$ cat src/rtl/qr_acc_pkg.sv
// Types and sizing helpers shared by the accelerator's load/unload datapath blocks.
// Pure declarations: no logic and no state.
package qr_acc_pkg;

  typedef enum logic {
    IDLE  = 1'b0,
    DRAIN = 1'b1
  } unloader_state_t;

  function automatic int elems_per_beat(input int out_width, input int elem_width);
    return out_width / elem_width;
  endfunction

  // Ceiling division, so a short tail of elements still gets its own beat.
  function automatic int num_beats(input int num_elems, input int out_width, input int elem_width);
    int epb;
    epb = elems_per_beat(out_width, elem_width);
    return (num_elems + epb - 1) / epb;
  endfunction

endpackage

$ cat src/rtl/beat_selector.sv
// Combinational staging-to-beat mux: picks beat beat_i out of the staged vector, zero-padding lanes
// past the last element; output forced to 0 when en_i is low. Zero latency, no flow control.
module beat_selector
  import qr_acc_pkg::*;
#(
  parameter int outputWidth  = 256,
  parameter int addrWidth    = 8,
  parameter int elementWidth = 8,
  parameter int numElements  = 128
) (
  input  logic [numElements-1:0][elementWidth-1:0] staging_i,
  input  logic [addrWidth-1:0]                     beat_i,
  input  logic                                     en_i,
  output logic [outputWidth-1:0]                   beat_o
);

  localparam int NB   = num_beats(numElements, outputWidth, elementWidth);
  localparam int PADW = NB * outputWidth;

  // Element 0 sits at the LSBs of the flattened vector, so zero-extending it to a whole number of
  // beats both packs lanes LSB-first and pads the partial final beat with zeros.
  logic [PADW-1:0] padded;
  assign padded = PADW'(staging_i);

  always_comb begin
    beat_o = '0;
    if (en_i && (int'(beat_i) < NB)) begin
      beat_o = padded[int'(beat_i) * outputWidth +: outputWidth];
    end
  end

endmodule

$ cat src/rtl/feature_unloader.sv
// Snapshots a parallel result vector on capture_i and streams it out as indexed beats over valid/ready;
// beat 0 appears the cycle after capture, beats hold under backpressure, captures while draining are dropped.
module feature_unloader
  import qr_acc_pkg::*;
#(
  parameter int outputWidth  = 256,
  parameter int addrWidth    = 8,
  parameter int elementWidth = 8,
  parameter int numElements  = 128
) (
  input  logic                                     clk,
  input  logic                                     nrst,
  input  logic [numElements-1:0][elementWidth-1:0] data_i,
  input  logic                                     capture_i,
  output logic                                     busy_o,
  output logic                                     overrun_o,
  output logic [outputWidth-1:0]                   data_o,
  output logic [addrWidth-1:0]                     addr_o,
  output logic                                     valid_o,
  input  logic                                     ready_i,
  output logic                                     last_o
);

  localparam int NB = num_beats(numElements, outputWidth, elementWidth);
  localparam logic [addrWidth-1:0] LAST_BEAT = addrWidth'(NB - 1);

  if (outputWidth % elementWidth != 0) begin : g_bad_width
    $error("feature_unloader: outputWidth must be a multiple of elementWidth");
  end
  if (64'(NB) > (64'd1 << addrWidth)) begin : g_bad_addr
    $error("feature_unloader: addrWidth too narrow for the beat count");
  end

  unloader_state_t                          state_q, state_d;
  logic [addrWidth-1:0]                     cnt_q, cnt_d;
  logic [numElements-1:0][elementWidth-1:0] staging_q, staging_d;
  logic                                     overrun_q, overrun_d;

  always_comb begin
    state_d   = state_q;
    cnt_d     = cnt_q;
    staging_d = staging_q;
    overrun_d = 1'b0;
    unique case (state_q)
      IDLE: begin
        if (capture_i) begin
          state_d   = DRAIN;
          cnt_d     = '0;
          staging_d = data_i;
        end
      end
      DRAIN: begin
        // A capture is dropped even on the final-handshake cycle: the snapshot is still owned until then.
        overrun_d = capture_i;
        if (ready_i) begin
          if (cnt_q == LAST_BEAT) begin
            state_d = IDLE;
          end else begin
            cnt_d = cnt_q + 1'b1;
          end
        end
      end
      default: state_d = IDLE;
    endcase
  end

  always_ff @(posedge clk or negedge nrst) begin
    if (!nrst) begin
      state_q   <= IDLE;
      cnt_q     <= '0;
      staging_q <= '0;
      overrun_q <= 1'b0;
    end else begin
      state_q   <= state_d;
      cnt_q     <= cnt_d;
      staging_q <= staging_d;
      overrun_q <= overrun_d;
    end
  end

  assign valid_o   = (state_q == DRAIN);
  assign busy_o    = (state_q == DRAIN);
  assign addr_o    = cnt_q;
  assign last_o    = valid_o && (cnt_q == LAST_BEAT);
  assign overrun_o = overrun_q;

  beat_selector #(
    .outputWidth (outputWidth),
    .addrWidth   (addrWidth),
    .elementWidth(elementWidth),
    .numElements (numElements)
  ) u_beat_selector (
    .staging_i(staging_q),
    .beat_i   (cnt_q),
    .en_i     (valid_o),
    .beat_o   (data_o)
  );

endmodule

$ cat config.mk
export PLATFORM = sky130hd
export DESIGN_NAME = feature_unloader
export DESIGN_NICKNAME = d
export VERILOG_FILES = /design/src/rtl/qr_acc_pkg.sv /design/src/rtl/beat_selector.sv /design/src/rtl/feature_unloader.sv
export SDC_FILE = /design/constraint.sdc
export NUM_CORES = 2
export LEC_CHECK = 0
export CAP_MARGIN = 20
export CORE_AREA = 2 2 507 509
export CTS_CLUSTER_DIAMETER = 80
export DETAILED_ROUTE_END_ITERATION = 16
export DIE_AREA = 0 0 509 511
export PLACE_DENSITY = 0.43
export SLEW_MARGIN = 20
export SYNTH_ARGS = -nofsm -noshare
export SYNTH_HDL_FRONTEND = slang
export SYNTH_HIERARCHICAL = 1
export SYNTH_SLANG_ARGS = --single-unit
$ cat constraint.sdc
create_clock -name clk -period 3 [get_ports clk]
set_input_delay 0.3 -clock clk [delete_from_list [all_inputs] [get_ports clk]]
set_output_delay 0.3 -clock clk [all_outputs]
set_load 0.02 [all_outputs]
==> results.sh <==
export IMPL_drt_wl_total_um=249400
export IMPL_hold_class="in -> reg"
export IMPL_finalSetupViolations=77
export IMPL_wl_met3_um=20610
export IMPL_maxCapViolCount=0
export IMPL_synthToLayoutAreaGrowth_pct=60.77
export IMPL_wire_per_inst_um=24.47
export IMPL_core_area_um2=255300
export IMPL_highest_layer="met5"
export IMPL_viasPerCell=4.216
export IMPL_fp_dieW_um=509
export IMPL_fillers=26820
export IMPL_r2r_start="addr_o[0]"
export IMPL_timing_final_crit_share_pct=104.2
export IMPL_dieArea_um2=260100
export IMPL_hold_violations=0
export IMPL_ys_ff_latch=1034
export IMPL_antenna_left=0
export IMPL_grt_max_degree=106
export IMPL_report_final_slew_viol_count=0
export IMPL_place_hpwl_um=186400
export IMPL_io_pin_count=1296
export IMPL_mappedNetlistNets=6039
export IMPL_leakagePower_nw=35.85
export IMPL_status="finished, violations left"
export IMPL_drt_pre_antenna_iters=5
export IMPL_drc_errors=0
export IMPL_htreeDepth=4
export IMPL_ys_types=34
export IMPL_synthesis_instances=5010
export IMPL_setup_slack_ns=-0.1274
export IMPL_start_util_pct=18.44
export IMPL_rsz0062_at_grt="true"
export IMPL_grt_remaining_overflow=0
export IMPL_routed_wl_met2_um=117600
export IMPL_path_clk_slew_ns=0.06
export IMPL_required_ns=2.70
export IMPL_vias=42950
export IMPL_syn_avg_cell_area_um2=9.395
export IMPL_netlist_area_um2=47070
export IMPL_crit_path_start="addr_o[0]"
export IMPL_cpPeakStageDelay_ns=0.56
export IMPL_cts_tree="yes"
export IMPL_skew_ns=0.04478
export IMPL_worst_pin_slew_ns=1.054
export IMPL_criticalPathCategory="reg -> out"
export IMPL_cts_root_buf="clkbuf_16"
export IMPL_clock_sinks=1034
export IMPL_max_slew_margin_pct=29.74
export IMPL_min_delay_start="data_i[554]"
export IMPL_worst_setup_path_start_kind="register"
export IMPL_timing_hold_ws_ns=0.08475
export IMPL_end_kind="output port"
export IMPL_peakVddDrop_uv=447.7
export IMPL_gr_usage_all_layers_pct=18.64
export IMPL_cts_buffer_depth=3
export IMPL_cts_buffers=135
export IMPL_layout_drive_gt1_share_pct=19.15
export IMPL_grt_pass1_wl_um=347000
export IMPL_power_density_nw_per_um2=671.0
export IMPL_io_buffer_count=1295
export IMPL_period_minus_slack_ns=3.127
export IMPL_arrival_ns=2.83
export IMPL_cp_cell_sequence="buf_12 > buf_16 > buf_6 > mux4_2 > and3_1 > dlygate4sd2_1"
export IMPL_m1WireLength_um=106200
export IMPL_cpMaxStageDelayCell="mux4_2"
export IMPL_yosysWarnings=6
export IMPL_antenna_found_initial=76
export IMPL_first_global_vias=44370
export IMPL_nets=7703
export IMPL_synth_seq_area_share_pct=54.97
export IMPL_insertion_delay_ns=0.78
export IMPL_violations="negative setup slack"
export IMPL_drt_iter0_drc=3439
export IMPL_crit_fanout=7
export IMPL_r2r_setup_slack_ns=0.93
export IMPL_globalplace_congestion=0.9219
export IMPL_row_count=186
export IMPL_max_freq_ghz=0.3198
export IMPL_final_util_pct=29.64
export IMPL_die_h_um=511
## cell usage after synthesis, drive strengths merged
cell type | instances | area [um2]
a21oi | 2 | 10.01
a22oi | 1 | 7.510
a2bb2oi | 2 | 17.52
a31oi | 1 | 6.260
and2 | 3 | 18.77
and3 | 257 | 1608
buf | 288 | 1768
clkbuf | 55 | 206.5
dfrtp | 1034 | 25870
ha | 1 | 12.51
inv | 1 | 3.750
mux2i | 2 | 20.02
mux4 | 256 | 5784
nand2 | 3079 | 11560
nand2b | 2 | 12.51
nand3 | 5 | 25.02
nand4 | 2 | 12.51
nor2 | 2 | 7.510
nor2b | 3 | 18.77
nor3 | 3 | 15.01
nor4b | 2 | 23.77
o211ai | 1 | 7.510
o21ai | 3 | 15.01
o22ai | 1 | 6.260
o31ai | 2 | 15.01
or4 | 1 | 7.510
xor2 | 1 | 8.760
## cell families after synthesis
| kind of cell | after synthesis | synth area share [%] |
|---|---|---|
| AO/OA/AOI/OAI | 13 | 0.1808 |
| XOR/XNOR | 1 | 0.01861 |
| adder cells (fa/ha/maj) | 1 | 0.02658 |
| buffers and inverters | 344 | 4.203 |
| flip-flops | 1034 | 54.97 |
| multiplexers | 258 | 12.33 |
| AND/OR/NAND/NOR | 3359 | 28.27 |
## final timing paths
kind / end / cells past startpoint
max: data_o[77] / 6
min: staging_q[554] / 3
max reg2reg: addr_o[0] / 8
min reg2reg: staging_q[480] / 2
max in group asynchronous: staging_q[621] / 3
min in group asynchronous: staging_q[176] / 2
## state kept, by name (all words and copies together) (netlist names)
register	cells
staging_q	1024
addr_o	8
busy_o	1
overrun_o	1
## critical path, delay by kind of cell (launching register included)
kind	cells	cell delay [ns]
DFF	1	0.44
and+or+nand+nor	1	0.22
buffers and inverters	4	0.82
muxes	1	0.56
## power by group
part           leakage, nW  internal, mW  switching, mW
Sequential            13.0          15.7           1.42
Combinational         20.6          9.25           7.81
Clock                 2.23          9.81           6.83
Total                 35.8          34.7           16.1
## per-layer routing
metal	global-route usage [%]	vias to the layer above
met2	30.65	1775
met4	3.494	50
met3	5.268	285
met5	0	-
li1	-	19380
met1	24.37	21460
## layout by cell type, fill, tap and decap left out, types with 25 or more instances in the layout
cell type and count:
buf_16 28, dfrtp_1 1028, diode_2 31, and3_1 25
dlygate4sd3_1 245, buf_4 132, clkbuf_16 139, clkdlybuf4s50_1 1036
buf_12 119, mux4_2 256, clkbuf_8 33, and3_4 232
nand2_1 3079, buf_6 253
## through the flow
step / setup WS (ns) / instances / power (mW) / setup TNS [ns] / instance area (um2)
final: -0.1274 / 10190 / 50.78 / -3.735 / 75670
after CTS: -0.2878 / 10150 / 51.34 / -30.62 / 75020
after detailed placement: 0.2634 / 9540 / 29.65 / 0 / 64640
after global routing: -0.2651 / 10170 / 52.95 / -23.31 / 75640
after global placement: 0.2791 / 9540 / 29.55 / 0 / 64640
after floorplan: 0.9437 / 5010 / 23.59 / 0 / 47070
## repair_timing
| action | in CTS | in global routing |
|---|---|---|
| cloned | 29 | 2 |
| pin swaps | 94 | 58 |
| hold buffers | 245 | 0 |
| setup endpoints to repair | 255 | 258 |
| endpoints found under the hold margin | 273 | 0 |
| buffers inserted | 97 | 30 |
| resized for setup | 1173 | 276 |
## cell type report
type                            count  area, um2  share of cell area (%)
Tap cell                         3384       4234                   5.595
Inverter                            1      3.754                0.004960
Antenna cell                       31      77.57                  0.1025
Sequential cell                  1034      25890                   34.21
Timing Repair Buffer             1870      20510                   27.10
Clock inverter                     44      580.6                  0.7672
Clock buffer                      193       3969                   5.245
Multi-Input combinational cell   3632      20410                   26.97
Power figures use the tool's default switching activity.
